===== src/rtl/ce_pilot_inserter.sv =====
// ce_pilot_inserter
// Transmit-side framer feeding the CE channel estimator. Every frame is
// NUM_PILOTS LFSR-derived BPSK pilot symbols (+/-PILOT_AMP on the real rail)
// followed by FRAME_LEN payload samples pulled from a valid/ready source.
// The pilot LFSR reloads at each frame start, so every frame carries the
// same training sequence.
//
// Ports:
//   clk, reset      rising-edge clock, synchronous active-low reset
//   enable          start new frames while high; a running frame always completes
//   in_valid/ready  upstream payload handshake (in_ready is combinational)
//   in_real/imag    payload sample, DATA_WIDTH two's complement per rail
//   out_valid/ready downstream handshake, single registered output stage
//   out_real/imag   output sample
//   out_pilot       output sample is a pilot
//   out_sof         output sample is the first of a frame
module ce_pilot_inserter #(
    parameter int unsigned     DATA_WIDTH = 40,
    parameter int unsigned     NUM_PILOTS = 4,
    parameter int unsigned     FRAME_LEN  = 64,
    parameter longint unsigned PILOT_AMP  = 64'd16777216
) (
    input  logic                  clk,
    input  logic                  reset,
    input  logic                  enable,
    input  logic                  in_valid,
    output logic                  in_ready,
    input  logic [DATA_WIDTH-1:0] in_real,
    input  logic [DATA_WIDTH-1:0] in_imag,
    output logic                  out_valid,
    input  logic                  out_ready,
    output logic [DATA_WIDTH-1:0] out_real,
    output logic [DATA_WIDTH-1:0] out_imag,
    output logic                  out_pilot,
    output logic                  out_sof
);

    localparam int unsigned PAY_CNT_W = $clog2(FRAME_LEN + 1);
    localparam int unsigned PIL_CNT_W = 7;
    localparam int unsigned LFSR_W    = 7;

    localparam logic [LFSR_W-1:0]     LFSR_SEED = 7'h7F;
    localparam logic [DATA_WIDTH-1:0] AMP_POS   = DATA_WIDTH'(PILOT_AMP);
    localparam logic [DATA_WIDTH-1:0] AMP_NEG   = ~AMP_POS + DATA_WIDTH'(1);
    localparam logic [PIL_CNT_W-1:0]  PIL_LAST  = PIL_CNT_W'(NUM_PILOTS - 1);
    localparam logic [PAY_CNT_W-1:0]  PAY_LAST  = PAY_CNT_W'(FRAME_LEN - 1);

    typedef enum logic [1:0] {
        ST_IDLE  = 2'd0,
        ST_PILOT = 2'd1,
        ST_DATA  = 2'd2
    } state_t;

    state_t                  state_q, state_d;
    logic [LFSR_W-1:0]       lfsr_q, lfsr_d;
    logic [PIL_CNT_W-1:0]    pilot_cnt_q, pilot_cnt_d;
    logic [PAY_CNT_W-1:0]    pay_cnt_q, pay_cnt_d;
    logic                    out_valid_q, out_valid_d;
    logic [DATA_WIDTH-1:0]   out_real_q, out_real_d;
    logic [DATA_WIDTH-1:0]   out_imag_q, out_imag_d;
    logic                    out_pilot_q, out_pilot_d;
    logic                    out_sof_q, out_sof_d;
    logic                    slot_free;

    // State and output register; reset drops any partial frame and held output.
    always_ff @(posedge clk) begin
        if (!reset) begin
            state_q     <= ST_IDLE;
            lfsr_q      <= LFSR_SEED;
            pilot_cnt_q <= '0;
            pay_cnt_q   <= '0;
            out_valid_q <= 1'b0;
            out_real_q  <= '0;
            out_imag_q  <= '0;
            out_pilot_q <= 1'b0;
            out_sof_q   <= 1'b0;
        end else begin
            state_q     <= state_d;
            lfsr_q      <= lfsr_d;
            pilot_cnt_q <= pilot_cnt_d;
            pay_cnt_q   <= pay_cnt_d;
            out_valid_q <= out_valid_d;
            out_real_q  <= out_real_d;
            out_imag_q  <= out_imag_d;
            out_pilot_q <= out_pilot_d;
            out_sof_q   <= out_sof_d;
        end
    end

    // Next-state, framing and output-stage load logic.
    always_comb begin
        state_d     = state_q;
        lfsr_d      = lfsr_q;
        pilot_cnt_d = pilot_cnt_q;
        pay_cnt_d   = pay_cnt_q;
        out_valid_d = out_valid_q;
        out_real_d  = out_real_q;
        out_imag_d  = out_imag_q;
        out_pilot_d = out_pilot_q;
        out_sof_d   = out_sof_q;
        in_ready    = 1'b0;

        // Output stage can take a new sample when empty or being drained.
        slot_free = !out_valid_q || out_ready;

        case (state_q)
            // IDLE and PILOT share the pilot emitter; counters and LFSR are
            // already at their frame-start values whenever IDLE is entered.
            ST_IDLE, ST_PILOT: begin
                if (slot_free) begin
                    if (state_q == ST_PILOT || enable) begin
                        out_valid_d = 1'b1;
                        out_real_d  = lfsr_q[LFSR_W-1] ? AMP_POS : AMP_NEG;
                        out_imag_d  = '0;
                        out_pilot_d = 1'b1;
                        out_sof_d   = (pilot_cnt_q == '0);
                        lfsr_d      = {lfsr_q[LFSR_W-2:0], lfsr_q[6] ^ lfsr_q[5]};
                        pilot_cnt_d = pilot_cnt_q + PIL_CNT_W'(1);
                        state_d     = (pilot_cnt_q == PIL_LAST) ? ST_DATA : ST_PILOT;
                    end else begin
                        out_valid_d = 1'b0;
                    end
                end
            end

            ST_DATA: begin
                // Gated by reset so nothing upstream is consumed on a reset edge.
                in_ready = reset && slot_free;
                if (slot_free) begin
                    if (in_valid) begin
                        out_valid_d = 1'b1;
                        out_real_d  = in_real;
                        out_imag_d  = in_imag;
                        out_pilot_d = 1'b0;
                        out_sof_d   = 1'b0;
                        pay_cnt_d   = pay_cnt_q + PAY_CNT_W'(1);
                        if (pay_cnt_q == PAY_LAST) begin
                            // Frame done: rearm for an identical pilot sequence.
                            lfsr_d      = LFSR_SEED;
                            pilot_cnt_d = '0;
                            pay_cnt_d   = '0;
                            state_d     = enable ? ST_PILOT : ST_IDLE;
                        end
                    end else begin
                        out_valid_d = 1'b0;
                    end
                end
            end

            default: begin
                state_d = ST_IDLE;
            end
        endcase
    end

    assign out_valid = out_valid_q;
    assign out_real  = out_real_q;
    assign out_imag  = out_imag_q;
    assign out_pilot = out_pilot_q;
    assign out_sof   = out_sof_q;

endmodule


===== config.mk =====
export PLATFORM = sky130hd
export DESIGN_NAME = ce_pilot_inserter
export DESIGN_NICKNAME = d
export VERILOG_FILES = /design/src/rtl/ce_pilot_inserter.sv
export SDC_FILE = /design/constraint.sdc
export NUM_CORES = 1
export LEC_CHECK = 0
export CORE_MARGIN = 4
export CORE_UTILIZATION = 39
export CTS_CLUSTER_DIAMETER = 150
export DETAILED_ROUTE_END_ITERATION = 7
export PLACE_DENSITY = 0.72
export SLEW_MARGIN = 30
export SYNTH_ARGS = -nofsm -noshare
export SYNTH_HDL_FRONTEND = slang
export SYNTH_SLANG_ARGS = --single-unit
export TNS_END_PERCENT = 100

===== constraint.sdc =====
create_clock -name clk -period 1.6 [get_ports clk]
set_clock_uncertainty 0.15 [all_clocks]
set_input_delay 0.32 -clock clk [delete_from_list [all_inputs] [get_ports clk]]
set_output_delay 0.32 -clock clk [all_outputs]
set_load 0.005 [all_outputs]

==> results.cfg <==
[outcome]
violations = setup timing
status = finished with violations

[yosys]
ys_top_cells_by_area = dfxtp_1 49%, a21oi_1 8.4%, nand3_1 8.2%
synth-seq-cells = 106
yosysTopAreaCellShare_pct = 49.2
synthArstFlopShare_pct = 0
synth_top_cell_by_area = dfxtp_1
synth_commonest_cells = 106 x dfxtp_1, 75 x nand2_1, 72 x a21oi_1
syn_area_um2 = 4320
synth_edf_count = 0
ys_warn_count = 0
synth_ff_type = dfxtp_1
postSynthAreaPerCell_um2 = 8.53
netlist_instances = 506
synth_seq_area_share_pct = 49.2
synthesis.nets = 594
synth_cell_types = 52
synth_most_common_cell = dfxtp_1

[grt]
antenna_found_initial = 0
grt_max_degree = 46
grt-ovfl-total = 0
grt_first_pass_wirelength_um = 22700
grt_pass1_vias = 4615
grt_use_total_pct = 22.0
grt.met1_usage_pct = 25.2
grt_busiest_layer = met2
grt_use_met2_pct = 39.0
grtUsageMet3_pct = 5.99

[sta]
finalHoldViolCount = 0
setup_slack_ns = -0.146
slew_headroom_pct = 72.9
setup_viol = 59
worstMarginPinSlew_ns = 0.407
slew_viol_final = 0
hold_ws_ns = 0.285
fin_crit_ns = 1.75
fin_crit_sh_pct = 109
grt_setup_unrepaired = yes
fmax_mhz = 573

[power]
p_leak_uw = 0.00308
power.switching_uw = 2060
switching_share_pct = 31.7
power_density_nw_per_um2 = 840
p_seq_share_pct = 43.7
ir_drop_mv = 0.555
p_clk_share_pct = 24.1
pwr-share-comb_pct = 32.1
cellInternalPower_uw = 4420

[floorplan]
die_w_um = 113
fp-row-count = 38
die_height_um = 113
die_area_um2 = 12800
initial_core_util_pct = 39.8
ios = 169
core-area_um2 = 10800

[placed_design]
dpl_cell_area_um2 = 6270
place_inst = 809
io_buffers = 168
place_congestion = 0.855
dp_hpwl_um = 9140

[cells_and_area]
n_fill_cell = 806
antennaDiodeCount = 0
stdcell_count = 866
nets = 809
drive_above_1_share_pct = 36.8
utilization_pct = 71.1
area_growth_pct = 78.7
final_area_um2 = 7710

[cts]
cts_tree = built
clkSinkCount = 106
clk-insertion-delay-late_ns = 0.36
cts_max_level = 3
cts_root_buf = clkbuf_8
clockBufferDepth = 2
cts_buffers = 9
cts_hold_buf = 0
clkSlewWorstSetupHoldPaths_ns = 0.11

[detailed_routing]
drtIter0Drc = 385
drc = 0
wirelength_um = 17700
wl_per_cell_um = 20.4
dr_total_vias = 4801
ant_nets = 0
vias_per_cell = 5.54
dr.pass1.iters = 5

[worst_setup_path]
cp.arrival_ns = 1.87
criticalPathCategory = reg2reg
crit_path_end_kind = flop
crit_fanout = 17
cp.required_ns = 1.72
start_kind = flop

[worst_hold_path]
holdCritPathClass = in2reg

[flow_run]
drv_cap = 0
[kinds of logic (layout without fill, tap and decap cells)]
family / Yosys count / after routing / synth area share, %
buf+inv: 50 / 269 / 7.19
compound gates: 120 / 120 / 17.1
fa+ha+maj: 3 / 3 / 0.870
flops: 106 / 106 / 49.2
simple gates: 222 / 223 / 24.6
mux: 1 / 1 / 0.232
xor+xnor: 4 / 4 / 0.812
[what timing repair did]
| item | 4_1_cts | 5_1_grt |
|---|---|---|
| gates resized for setup | 179 | 107 |
| buffers inserted | 12 | 9 |
| pin swaps | 28 | 44 |
| gates cloned | 7 | 15 |
| setup endpoints to repair | 187 | 102 |
[worst paths after layout]
path                              from                   endpoint  slack [ns]  cells after the start
max reg2reg    state_q[0]$_SDFFE_PN0P_  out_imag[29]$_SDFFE_PN0P_       -0.15                      5
max            state_q[0]$_SDFFE_PN0P_  out_imag[29]$_SDFFE_PN0P_       -0.15                      5
min                              reset     lfsr_q[0]$_SDFFE_PN1P_        0.28                      3
min reg2reg  out_imag[10]$_SDFFE_PN0P_  out_imag[10]$_SDFFE_PN0P_        0.30                      2
[state kept, by name (all words and copies together) (netlist names)]
name / count
out_imag: 40
out_real: 40
lfsr_q: 7
pay_cnt_q: 7
pilot_cnt_q: 7
state_q: 2
out_pilot: 1
out_sof: 1
out_valid: 1
[worst max-delay path, stage by stage (launching register included)]
cell	delay (ns)
dfxtp_4	0.38
buf_6	0.13
and2b_4	0.35
bufbuf_16	0.34
nand3_1	0.09
a21oi_1	0.21
[area by class of cell]
| cell class | instances | area (um2) | area share (%) |
|---|---|---|---|
| clock inverters | 7 | 51.3 | 0.665 |
| clock buffers | 9 | 124 | 1.61 |
| flip-flops and latches | 106 | 2190 | 28.3 |
| well taps | 140 | 175 | 2.27 |
| repair buffers | 246 | 2670 | 34.6 |
| inverters | 7 | 26.3 | 0.341 |
| multi-input cells | 351 | 2480 | 32.1 |
[layout by cell type, fill, tap and decap left out, drive strengths merged, types with 2 or more instances in the layout]
cell type	synthesis	final
ha	3	3
clkinv	0	2
a311oi	3	3
o221a	3	3
inv	7	10
nand2b	4	4
nor4	2	2
a22oi	4	4
clkbuf	12	20
nand2	75	75
a31oi	2	2
xnor2	4	4
bufbuf	0	2
nor2	36	36
o21ai	5	5
a21oi	72	72
dfxtp	106	106
nand3	71	71
and2b	2	3
buf	31	66
nor3	19	19
dlygate4sd2	0	84
dlymetal6s2s	0	2
clkdlybuf4s50	0	80
clkinvlp	0	2
nand4	4	4
o21a	2	2
o31ai	3	3
and2	2	2
a211oi	18	18
[per-layer routing]
metal  up-vias  routed length (um)  share of wire, %
li1       2197                   -                 -
met1      2314                6790                38
met4         0                 502               2.8
met5         -                   0                 0
met3        45                1400               7.9
met2       245                8960                51
[power groups by stage]
stage | registers [uW] | clock network, uW | logic (uW)
final | 2830 | 1560 | 2080
after global routing | 2850 | 1710 | 2160
after CTS | 2820 | 1580 | 1560
after detailed placement | 2870 | 0 | 1260
after global placement | 2870 | 0 | 1230
after floorplan | 2880 | 0 | 656
[per-stage QoR]
step	setup TNS (ns)	total power, uW	setup WS, ns
5_1_grt	-6.15	6720	-0.195
2_1_floorplan	0	3530	0.0239
3_3_place_gp	-39.49	4100	-0.466
6_report	-1.91	6480	-0.146
4_1_cts	-1.70	5960	-0.0542
3_5_place_dp	-44.57	4130	-0.524
Power figures use the tool's default switching activity.
